File: config.mk
export PLATFORM = sky130hd
export DESIGN_NAME = seg7_units_monitor_flat
export DESIGN_NICKNAME = d
export VERILOG_FILES = /design/src/rtl/seg7_units_monitor_if.sv /design/src/rtl/seg7_units_monitor.sv /design/src/flat_wrapper.sv
export SDC_FILE = /design/constraint.sdc
export NUM_CORES = 1
export LEC_CHECK = 0
export ABC_AREA = 1
export ABC_CLOCK_PERIOD_IN_PS = 3000
export CAP_MARGIN = 10
export CORE_ASPECT_RATIO = 1.75
export CORE_MARGIN = 10
export CORE_UTILIZATION = 67
export CTS_CLUSTER_DIAMETER = 60
export DETAILED_ROUTE_END_ITERATION = 7
export DONT_BUFFER_PORTS = 1
export PLACE_DENSITY = 0.92
export REMOVE_ABC_BUFFERS = 1
export SLEW_MARGIN = 20
export SYNTH_ARGS = -nofsm -noshare
export SYNTH_HDL_FRONTEND = slang
export SYNTH_SLANG_ARGS = --single-unit
File: constraint.sdc
create_clock -name clk -period 3 [get_ports clk]
set_input_delay 0.6 -clock clk [delete_from_list [all_inputs] [get_ports clk]]
set_output_delay 0.6 -clock clk [all_outputs]
set_load 0.02 [all_outputs]
File: src/rtl/seg7_units_monitor_if.sv
// Bundle between the units-digit display path and its readback monitor.
// Inputs to the monitor: seg_in (active-low {g..a}), carry_in, clr_err.
// Outputs from the monitor: digit/digit_vld/blank, sticky errors, carry_evt/carry_cnt.
interface seg7_units_monitor_if #(
  parameter int CW = 8
);
  logic [6:0]    seg_in;
  logic          carry_in;
  logic          clr_err;
  logic [3:0]    digit;
  logic          digit_vld;
  logic          blank;
  logic          seg_err;
  logic          seq_err;
  logic          carry_err;
  logic          carry_evt;
  logic [CW-1:0] carry_cnt;

  // master: the side that drives the display lines and reads status
  modport master (
    output seg_in, carry_in, clr_err,
    input  digit, digit_vld, blank, seg_err, seq_err, carry_err, carry_evt, carry_cnt
  );

  // slave: the monitor itself
  modport slave (
    input  seg_in, carry_in, clr_err,
    output digit, digit_vld, blank, seg_err, seq_err, carry_err, carry_evt, carry_cnt
  );
endinterface

File: src/rtl/seg7_units_monitor.sv
// Purpose: recover the BCD units digit from an async active-low 7-seg bus and check 0..9 order + carry at wrap.
// Latency: seg_in change -> digit_vld is 2+STABLE_CYCLES clk; carry_in rise -> carry_evt is 2 clk.
// Backpressure: none; observe-only, every accepted pattern and carry edge is processed the cycle it occurs.
// Ports: clk, rst_n (async active-low), bus (slave modport: seg_in/carry_in/clr_err in, status out).
module seg7_units_monitor #(
  parameter int STABLE_CYCLES = 4,
  parameter int CW            = 8
) (
  input  logic                 clk,
  input  logic                 rst_n,
  seg7_units_monitor_if.slave  bus
);

  localparam int CNTW = (STABLE_CYCLES > 1) ? $clog2(STABLE_CYCLES) : 1;
  localparam logic [CNTW-1:0] MAXC = CNTW'(STABLE_CYCLES - 1);
  localparam logic [6:0] BLANK_PAT = 7'h7F;

  typedef enum logic [1:0] {EMPTY, TRACK, WRAP} state_t;

  // synchronizers; the seg bus idles at all-off so reset never looks like a digit
  logic [6:0] seg_s1_q, seg_s2_q;
  logic       car_s1_q, car_s2_q, car_dly_q;

  always_ff @(posedge clk or negedge rst_n) begin
    if (!rst_n) begin
      seg_s1_q  <= BLANK_PAT;
      seg_s2_q  <= BLANK_PAT;
      car_s1_q  <= 1'b0;
      car_s2_q  <= 1'b0;
      car_dly_q <= 1'b0;
    end else begin
      seg_s1_q  <= bus.seg_in;
      seg_s2_q  <= seg_s1_q;
      car_s1_q  <= bus.carry_in;
      car_s2_q  <= car_s1_q;
      car_dly_q <= car_s2_q;
    end
  end

  logic carry_evt;
  assign carry_evt = car_s2_q & ~car_dly_q;

  // stability filter: counter saturates at MAXC so "reach" fires once per stable run
  logic [6:0]      cand_q;
  logic [CNTW-1:0] cnt_q, cnt_d;
  logic            reach;

  always_comb begin
    cnt_d = cnt_q;
    reach = 1'b0;
    if (seg_s2_q != cand_q) begin
      cnt_d = '0;
      reach = (STABLE_CYCLES == 1);
    end else if (cnt_q != MAXC) begin
      cnt_d = cnt_q + CNTW'(1);
      reach = (cnt_d == MAXC);
    end
  end

  // decode active-low pattern
  logic       dec_legal;
  logic [3:0] dec_val;
  always_comb begin
    dec_legal = 1'b1;
    dec_val   = 4'd0;
    case (seg_s2_q)
      7'h40: dec_val = 4'd0;
      7'h79: dec_val = 4'd1;
      7'h24: dec_val = 4'd2;
      7'h30: dec_val = 4'd3;
      7'h19: dec_val = 4'd4;
      7'h12: dec_val = 4'd5;
      7'h02: dec_val = 4'd6;
      7'h78: dec_val = 4'd7;
      7'h00: dec_val = 4'd8;
      7'h10: dec_val = 4'd9;
      default: dec_legal = 1'b0;
    endcase
  end

  state_t        state_q, state_d, eff_state;
  logic [6:0]    acc_pat_q, acc_pat_d;
  logic [3:0]    digit_q, digit_d, nxt_digit;
  logic          vld_q, vld_d, blank_q, blank_d;
  logic          seg_err_q, seg_err_d, seq_err_q, seq_err_d, carry_err_q, carry_err_d;
  logic [CW-1:0] carry_cnt_q, carry_cnt_d;
  logic          accept;

  assign accept    = reach && (seg_s2_q != acc_pat_q);
  assign nxt_digit = (digit_q == 4'd9) ? 4'd0 : digit_q + 4'd1;

  always_comb begin
    // a carry edge in the same cycle as a digit resolves WRAP first
    eff_state   = (state_q == WRAP && carry_evt) ? TRACK : state_q;
    state_d     = eff_state;
    acc_pat_d   = acc_pat_q;
    digit_d     = digit_q;
    vld_d       = 1'b0;
    blank_d     = blank_q;
    seg_err_d   = bus.clr_err ? 1'b0 : seg_err_q;
    seq_err_d   = bus.clr_err ? 1'b0 : seq_err_q;
    carry_err_d = bus.clr_err ? 1'b0 : carry_err_q;
    carry_cnt_d = bus.clr_err ? '0 : carry_cnt_q;
    if (carry_evt) carry_cnt_d = carry_cnt_d + CW'(1);

    if (accept) begin
      acc_pat_d = seg_s2_q;
      if (seg_s2_q == BLANK_PAT) begin
        blank_d = 1'b1;
        state_d = EMPTY;
      end else if (!dec_legal) begin
        seg_err_d = 1'b1;
        blank_d   = 1'b0;
        state_d   = EMPTY;
      end else begin
        digit_d = dec_val;
        vld_d   = 1'b1;
        blank_d = 1'b0;
        if (eff_state == EMPTY) begin
          state_d = TRACK;
        end else begin
          if (eff_state == WRAP)    carry_err_d = 1'b1;
          if (dec_val != nxt_digit) seq_err_d   = 1'b1;
          state_d = (digit_q == 4'd9 && dec_val == 4'd0) ? WRAP : TRACK;
        end
      end
    end
  end

  always_ff @(posedge clk or negedge rst_n) begin
    if (!rst_n) begin
      cand_q      <= BLANK_PAT;
      cnt_q       <= '0;
      state_q     <= EMPTY;
      acc_pat_q   <= BLANK_PAT;
      digit_q     <= 4'd0;
      vld_q       <= 1'b0;
      blank_q     <= 1'b1;
      seg_err_q   <= 1'b0;
      seq_err_q   <= 1'b0;
      carry_err_q <= 1'b0;
      carry_cnt_q <= '0;
    end else begin
      cand_q      <= seg_s2_q;
      cnt_q       <= cnt_d;
      state_q     <= state_d;
      acc_pat_q   <= acc_pat_d;
      digit_q     <= digit_d;
      vld_q       <= vld_d;
      blank_q     <= blank_d;
      seg_err_q   <= seg_err_d;
      seq_err_q   <= seq_err_d;
      carry_err_q <= carry_err_d;
      carry_cnt_q <= carry_cnt_d;
    end
  end

  assign bus.digit     = digit_q;
  assign bus.digit_vld = vld_q;
  assign bus.blank     = blank_q;
  assign bus.seg_err   = seg_err_q;
  assign bus.seq_err   = seq_err_q;
  assign bus.carry_err = carry_err_q;
  assign bus.carry_evt = carry_evt;
  assign bus.carry_cnt = carry_cnt_q;

endmodule
File: src/flat_wrapper.sv
// flat-port wrapper written by rule: the top's interface ports become plain ports
module seg7_units_monitor_flat 
#(
  parameter int STABLE_CYCLES = 4,
  parameter int CW            = 8
)
  (clk, rst_n, bus_seg_in, bus_carry_in, bus_clr_err, bus_digit, bus_digit_vld, bus_blank, bus_seg_err, bus_seq_err, bus_carry_err, bus_carry_evt, bus_carry_cnt);
  seg7_units_monitor_if #(.CW(CW)) bus_i ();
  input  logic clk;
  input  logic rst_n;
  input wire logic [$bits(bus_i.seg_in)-1:0] bus_seg_in;
  input wire logic [$bits(bus_i.carry_in)-1:0] bus_carry_in;
  input wire logic [$bits(bus_i.clr_err)-1:0] bus_clr_err;
  output wire logic [$bits(bus_i.digit)-1:0] bus_digit;
  output wire logic [$bits(bus_i.digit_vld)-1:0] bus_digit_vld;
  output wire logic [$bits(bus_i.blank)-1:0] bus_blank;
  output wire logic [$bits(bus_i.seg_err)-1:0] bus_seg_err;
  output wire logic [$bits(bus_i.seq_err)-1:0] bus_seq_err;
  output wire logic [$bits(bus_i.carry_err)-1:0] bus_carry_err;
  output wire logic [$bits(bus_i.carry_evt)-1:0] bus_carry_evt;
  output wire logic [$bits(bus_i.carry_cnt)-1:0] bus_carry_cnt;
  assign bus_i.seg_in = bus_seg_in;
  assign bus_i.carry_in = bus_carry_in;
  assign bus_i.clr_err = bus_clr_err;
  assign bus_digit = bus_i.digit;
  assign bus_digit_vld = bus_i.digit_vld;
  assign bus_blank = bus_i.blank;
  assign bus_seg_err = bus_i.seg_err;
  assign bus_seq_err = bus_i.seq_err;
  assign bus_carry_err = bus_i.carry_err;
  assign bus_carry_evt = bus_i.carry_evt;
  assign bus_carry_cnt = bus_i.carry_cnt;
  seg7_units_monitor #(.STABLE_CYCLES(STABLE_CYCLES), .CW(CW)) u_core (.clk(clk), .rst_n(rst_n), .bus(bus_i));
endmodule
==> impl_metrics.ini, run 1 <==
[sta]
hold_viol = 0
clock_skew_ps = 11.1
slew_headroom = 0.665
period_share = 0.640
clock.fmax_mhz = 521
tns_ps = 0
rsz0062_at_grt = false
setup_viol = 0
min_period_ps = 1920
drv_slew = 0
worst_pin_slew_ps = 503

[layout]
diodes = 0
drive_above_1_share = 0.218
fill_cells = 244
finalInstanceArea_um2 = 2550
final_cells = 302
area_growth_pct = 4.68
final_nets = 270

[placed_design]
port-buffer-count = 0
dp_hpwl_um = 3270
placed_cell_area_um2 = 2420
gp_congestion = 0.831
dp.cells = 293

[routing]
drt-total-wl_um = 4360
postRouteAntennaNets = 0
vias_per_cell = 5.55
wl_per_cell_um = 14.4
drt_pre_antenna_iters = 4
via_count = 1676
drc = 0
drt-initial-drc-count = 134

[clocking]
cts_sinks = 52
clock_latency_ps = 310
cts_htree_levels = 2
cts_inserted_buffers = 5
cts_buffer_depth = 2
cts_setup_buffers = 0
cts_tree = built
path_clk_slew_ps = 90
cts_root_buffer = clkbuf_8

[die]
die_area_um2 = 6540
die_x_um = 65.6
io-pin-count = 29
core_area_um2 = 3430
rows = 28
start_util = 0.709
die_y_um = 99.7

[run]
cap_viol_max_count = 0

[logic_synthesis]
ys_ff_latch = 52
synth_edf_count = 0
synthFlopType = dfstp_2
syn_inst = 256
syn_area_um2 = 2430
netlist_top_cells_count = 52 x nand2_1, 32 x nor2_1, 29 x dfstp_2, 23 x dfrtp_1, 22 x inv_1
synth_top_area_frac = 0.313
synthTopCellsByArea = dfstp_2 31%, dfrtp_1 24%, nand2_1 8.0%, nor2_1 4.9%, xor2_1 4.3%
ys_warn_count = 0
yosysSeqAreaShare = 0.550
yosysMostFrequentCell = nand2_1
async_flop_share = 1.00
yosysTopAreaCell = dfstp_2
ys_types = 30
syn_area_per_cell_um2 = 9.51

[critical_path]
start_kind = flop
path_max_fanout = 7
cp_data_arrival_time_ps = 2110
r2r_slack_ps = 1080
critPathLaunch = u_core.car_dly_q
crit_path_end_kind = flop
r2r_start = u_core.car_dly_q
worstSetupPathType = flop to flop
required_ps = 3190

[global_routing]
antenna_found_initial = 0
grt_usage = 0.145
gr-total-overflow = 0
first_global_vias = 1716
grt_max_degree = 31
grt_pass1_wl_um = 7540

[hold_path]
hold_class = input port to async pin

[power]
ir_drop_mv = 0.497
power.leakage_nw = 1.21
powerDensity_nw_per_um2 = 510

[status]
outcome = finished clean
## power breakdown
group           total, W  switching [W]  internal (W)
sequential      0.000755      0.0000225      0.000733
combinational  0.0000583      0.0000382     0.0000201
clock           0.000485       0.000212      0.000272
## sequential cells by signal (all words and copies together), names as in the netlist
register,cells
u_core.car_s2_q,1
u_core.bus.seq_err,1
u_core.car_s1_q,1
u_core.bus.blank,1
u_core.bus.carry_err,1
u_core.bus.digit,4
u_core.bus.carry_cnt,8
u_core.seg_s2_q,7
u_core.bus.seg_err,1
u_core.seg_s1_q,7
u_core.car_dly_q,1
u_core.cand_q,7
u_core.acc_pat_q,7
u_core.bus.digit_vld,1
u_core.cnt_q,2
u_core.state_q,2
## stage by stage
stage | util | power (W) | hold slack, ps | worst slack [ps]
after floorplan | - | 0.000806 | 304 | 1330
after global placement | 0.705 | 0.000816 | 306 | 1180
after detailed placement | 0.705 | 0.000819 | 306 | 1110
after CTS | 0.743 | 0.00131 | 118 | 1080
after global routing | 0.742 | 0.00135 | 112 | 933
final | 0.742 | 0.00130 | 128 | 1080
## layer usage
metal | GRT usage | share of wire
met4 | 0.0745 | 0.029
met2 | 0.266 | 0.55
met5 | 0 | 0
met1 | 0.138 | 0.36
met3 | 0.0449 | 0.062
## cell families after synthesis
logic type,Yosys count,synth area share
AND/OR/NAND/NOR,118,0.225
flip-flops,52,0.550
buffers and inverters,34,0.0684
AO/OA/AOI/OAI,27,0.0627
XOR/XNOR,22,0.0792
adder cells (fa/ha/maj),3,0.0154
## timing repair
action | in CTS | in global routing
hold buffers | 1 | 0
resized for setup | 0 | 0
hold endpoints to repair | 23 | 0
## critical path, cell delays in order, from the launching register on
cell     delay, ps
dfrtp_1        400
nor2_2         420
nand4_1        230
nor3b_1        400
nand3_1        170
xor2_1         180
## area by class of cell
type	instances	area [um^2]	share of cell area
clock inverters	2	38.8	0.0152
inverters	26	97.6	0.0383
multi-input cells	170	930	0.365
clock buffers	6	82.6	0.0324
flip-flops and latches	52	1340	0.525
repair buffers	1	5.00	0.00196
well taps	45	56.3	0.0221
## final timing paths
path / end / depth (start not counted)
hold reg to reg: u_core.seg_s2_q[6] / 0
hold / removal: u_core.bus.blank / 0
min in group clk: u_core.seg_s1_q[2] / 0
setup reg to reg: u_core.bus.carry_cnt[7] / 5
setup / recovery: u_core.bus.carry_cnt[7] / 5
max in group asynchronous: u_core.bus.digit[3] / 1
## placed cells by master, fill, tap and decap left out, types with 4 or more instances in the layout
cell type and count:
xnor2_1 10, clkbuf_8 6, nand2_1 52, nand4_1 6, nor2_1 32, inv_2 4, nand3_1 12, nor2_2 5
o21ai_0 7, xor2_1 12, dfstp_2 29, a21oi_1 10, o21ai_1 4, dfrtp_1 23, inv_1 22
No activity file was read; power rests on OpenSTA's default activity.
==> inputs of run 2 (changes only) <==
ABC_CLOCK_PERIOD_IN_PS = 1600   (was 3000)
CORE_UTILIZATION = 56   (was 67)
PLACE_DENSITY = 0.83   (was 0.92)
clock period = 1.6 ns   (was 3 ns; I/O delays follow)
==> run 2 against run 1 <==
The run now ends with negative setup slack left. Worst hold slack worse by 95 ps. Global-route usage decreased by 0.79 points. Largest cell class unchanged. Core utilization increased by 0.35 points. Register-to-register slack worse by 1300 ps. Maximum frequency increased by 5.8%. Total power rose by 98%. Cell area increased by 23%. Worst setup slack worse by 1300 ps. Flip-flop and latch count is the same. Die area increased by 15%. Sequential share of layout area fell by 9.7 points. Combinational power rose to 4.0 times the previous value.
==> impl_metrics.ini, run 2 (synthesis results as in run 1) <==
[critical_path]
r2r_start = u_core.seg_s2_q[2]
path_buf_inv = 1
required_ps = 1840
max_stage_delay_ps = 650
path_max_fanout = 7
crit_path_end_kind = flop
cp_data_arrival_time_ps = 2050
crit_chain = xnor2_2, nand2_1, nor2_2, nand3_2, nor2_8, buf_12, nor2_2, a21oi_2
path_common_cell = nor2_2
slowest_stage = dfstp_2
cp_top_family = simple AND/OR/NAND/NOR gates
worstSetupPathType = flop to flop
critPathLaunch = u_core.seg_s2_q[2]
start_kind = flop

[power]
p_sw_frac = 0.225
powerDensity_nw_per_um2 = 824
switchingPower_w = 0.000578
pwr-share-clk = 0.363
ir_drop_mv = 0.953
intPower_w = 0.00200
power.leakage_nw = 1.50
pwr-share-comb = 0.091
p_seq_frac = 0.547

[sta]
worst_pin_slew_ps = 329
drv_slew = 0
clock_skew_ps = 9.31
rsz0062_at_grt = true
setup_viol = 18
setup_ws_ps = -215
hold_viol = 0
period_share = 1.13
slew_headroom = 0.778
min_period_ps = 1820
clock.fmax_mhz = 551

[die]
die_y_um = 107
io-pin-count = 29
die_x_um = 69.8
start_util = 0.581
die_area_um2 = 7490
rows = 31
core_area_um2 = 4190

[routing]
drt-total-wl_um = 5470
postRouteAntennaNets = 0
wl_per_cell_um = 15.3
drt_pre_antenna_iters = 5
drc = 0
drt-initial-drc-count = 176
vias_per_cell = 5.34
via_count = 1905

[global_routing]
grt_pass1_wl_um = 8500
gr-total-overflow = 0
grt_usage = 0.137
antenna_found_initial = 0
grt_max_degree = 53
first_global_vias = 1953

[layout]
final_common_cell = nand2_1
final_nets = 321
multi_input_area_um2 = 1050
final_cells = 357
regArea_um2 = 1340
fill_cells = 278
diodes = 0
drive_above_1_share = 0.406
final_cell_mix = 51 x nand2_1, 40 x buf_4, 29 x dfstp_2
largest_reg_flops = 8
area_growth_pct = 28.3

[placed_design]
pre_cts_ws_ps = -134
dp.cells = 330
dp_hpwl_um = 3590
port-buffer-count = 0
gp_congestion = 0.955

[clocking]
clock_latency_ps = 310
cts_tree = built
cts_root_buffer = clkbuf_8
cts_sinks = 52
cts_buffer_depth = 2
path_clk_slew_ps = 90
cts_htree_levels = 2
cts_inserted_buffers = 5

[hold_path]
hold_class = input port to flop
hold_start = bus_carry_in

[run]
cap_viol_max_count = 0

[status]
violations = negative setup slack
outcome = finished, violations left
==> run 2: cell count changes in the layout (fill, tap and decap cells not counted), moves of 2 or more <==
cell	previous run	this run
a21oi_2	0	6
nand2_2	1	3
xnor2_1	10	8
buf_4	0	40
nor3_1	3	1
nor2_1	32	20
nor2_4	2	4
dlygate4sd3_1	0	8
xnor2_2	0	2
a21oi_1	10	4
nor2_2	5	15
==> run 2: through the flow <==
step	total power, W	setup TNS [ps]	util	hold WS (ps)	cell area (um^2)
6_report	0.00257	-3170	0.746	33.1	3120
5_1_grt	0.00266	-4920	0.746	14.5	3120
4_1_cts	0.00258	-1710	0.708	20.5	2970
3_5_place_dp	0.00158	-1600	0.641	26.0	2690
3_3_place_gp	0.00158	-740	0.641	25.9	2690
2_1_floorplan	0.00151	-10.4	-	24.4	2360
==> run 2: layout make-up <==
cell class                 count  area share
timing repair buffer          51       0.145
clock inverter                 2      0.0124
multi-input combinational    171       0.337
inverter                      26      0.0312
sequential                    52       0.428
clock buffer                   6      0.0264
tap                           49      0.0196
==> run 2: power groups by stage <==
stage / clock, W / combinational [W] / sequential (W)
finish: 0.000934 / 0.000233 / 0.00141
detailed placement: 0 / 0.000155 / 0.00143
global route: 0.000993 / 0.000256 / 0.00141
floorplan: 0 / 0.0000806 / 0.00143
CTS: 0.000961 / 0.000214 / 0.00140
global placement: 0 / 0.000152 / 0.00143
==> run 2: final timing paths <==
check / slack [ps] / cells after the start / end
setup reg to reg: -220 / 8 / u_core.acc_pat_q[6]
max in group asynchronous: 780 / 2 / u_core.seg_s2_q[4]
min in group asynchronous: 530 / 2 / u_core.bus.carry_cnt[0]
hold reg to reg: 350 / 0 / u_core.car_s2_q
setup / recovery: -220 / 8 / u_core.acc_pat_q[6]
hold / removal: 30 / 0 / u_core.car_s1_q
==> run 2: what timing repair did <==
item / CTS / global route
endpoints found under the hold margin: 59 / 0
resized for setup: 6 / 24
setup endpoints to repair: 18 / 20
pin swaps: 1 / 10
buffers inserted: 4 / 4
gates cloned: 0 / 2
hold buffers: 9 / 0
==> run 2: layer usage <==
metal  global-route usage  share of wire  vias up
met5                    0              0        -
met4               0.0680          0.027        0
met3               0.0443          0.055       17
met2                0.259           0.56       56
met1                0.127           0.36      923
li1                     -              -      909
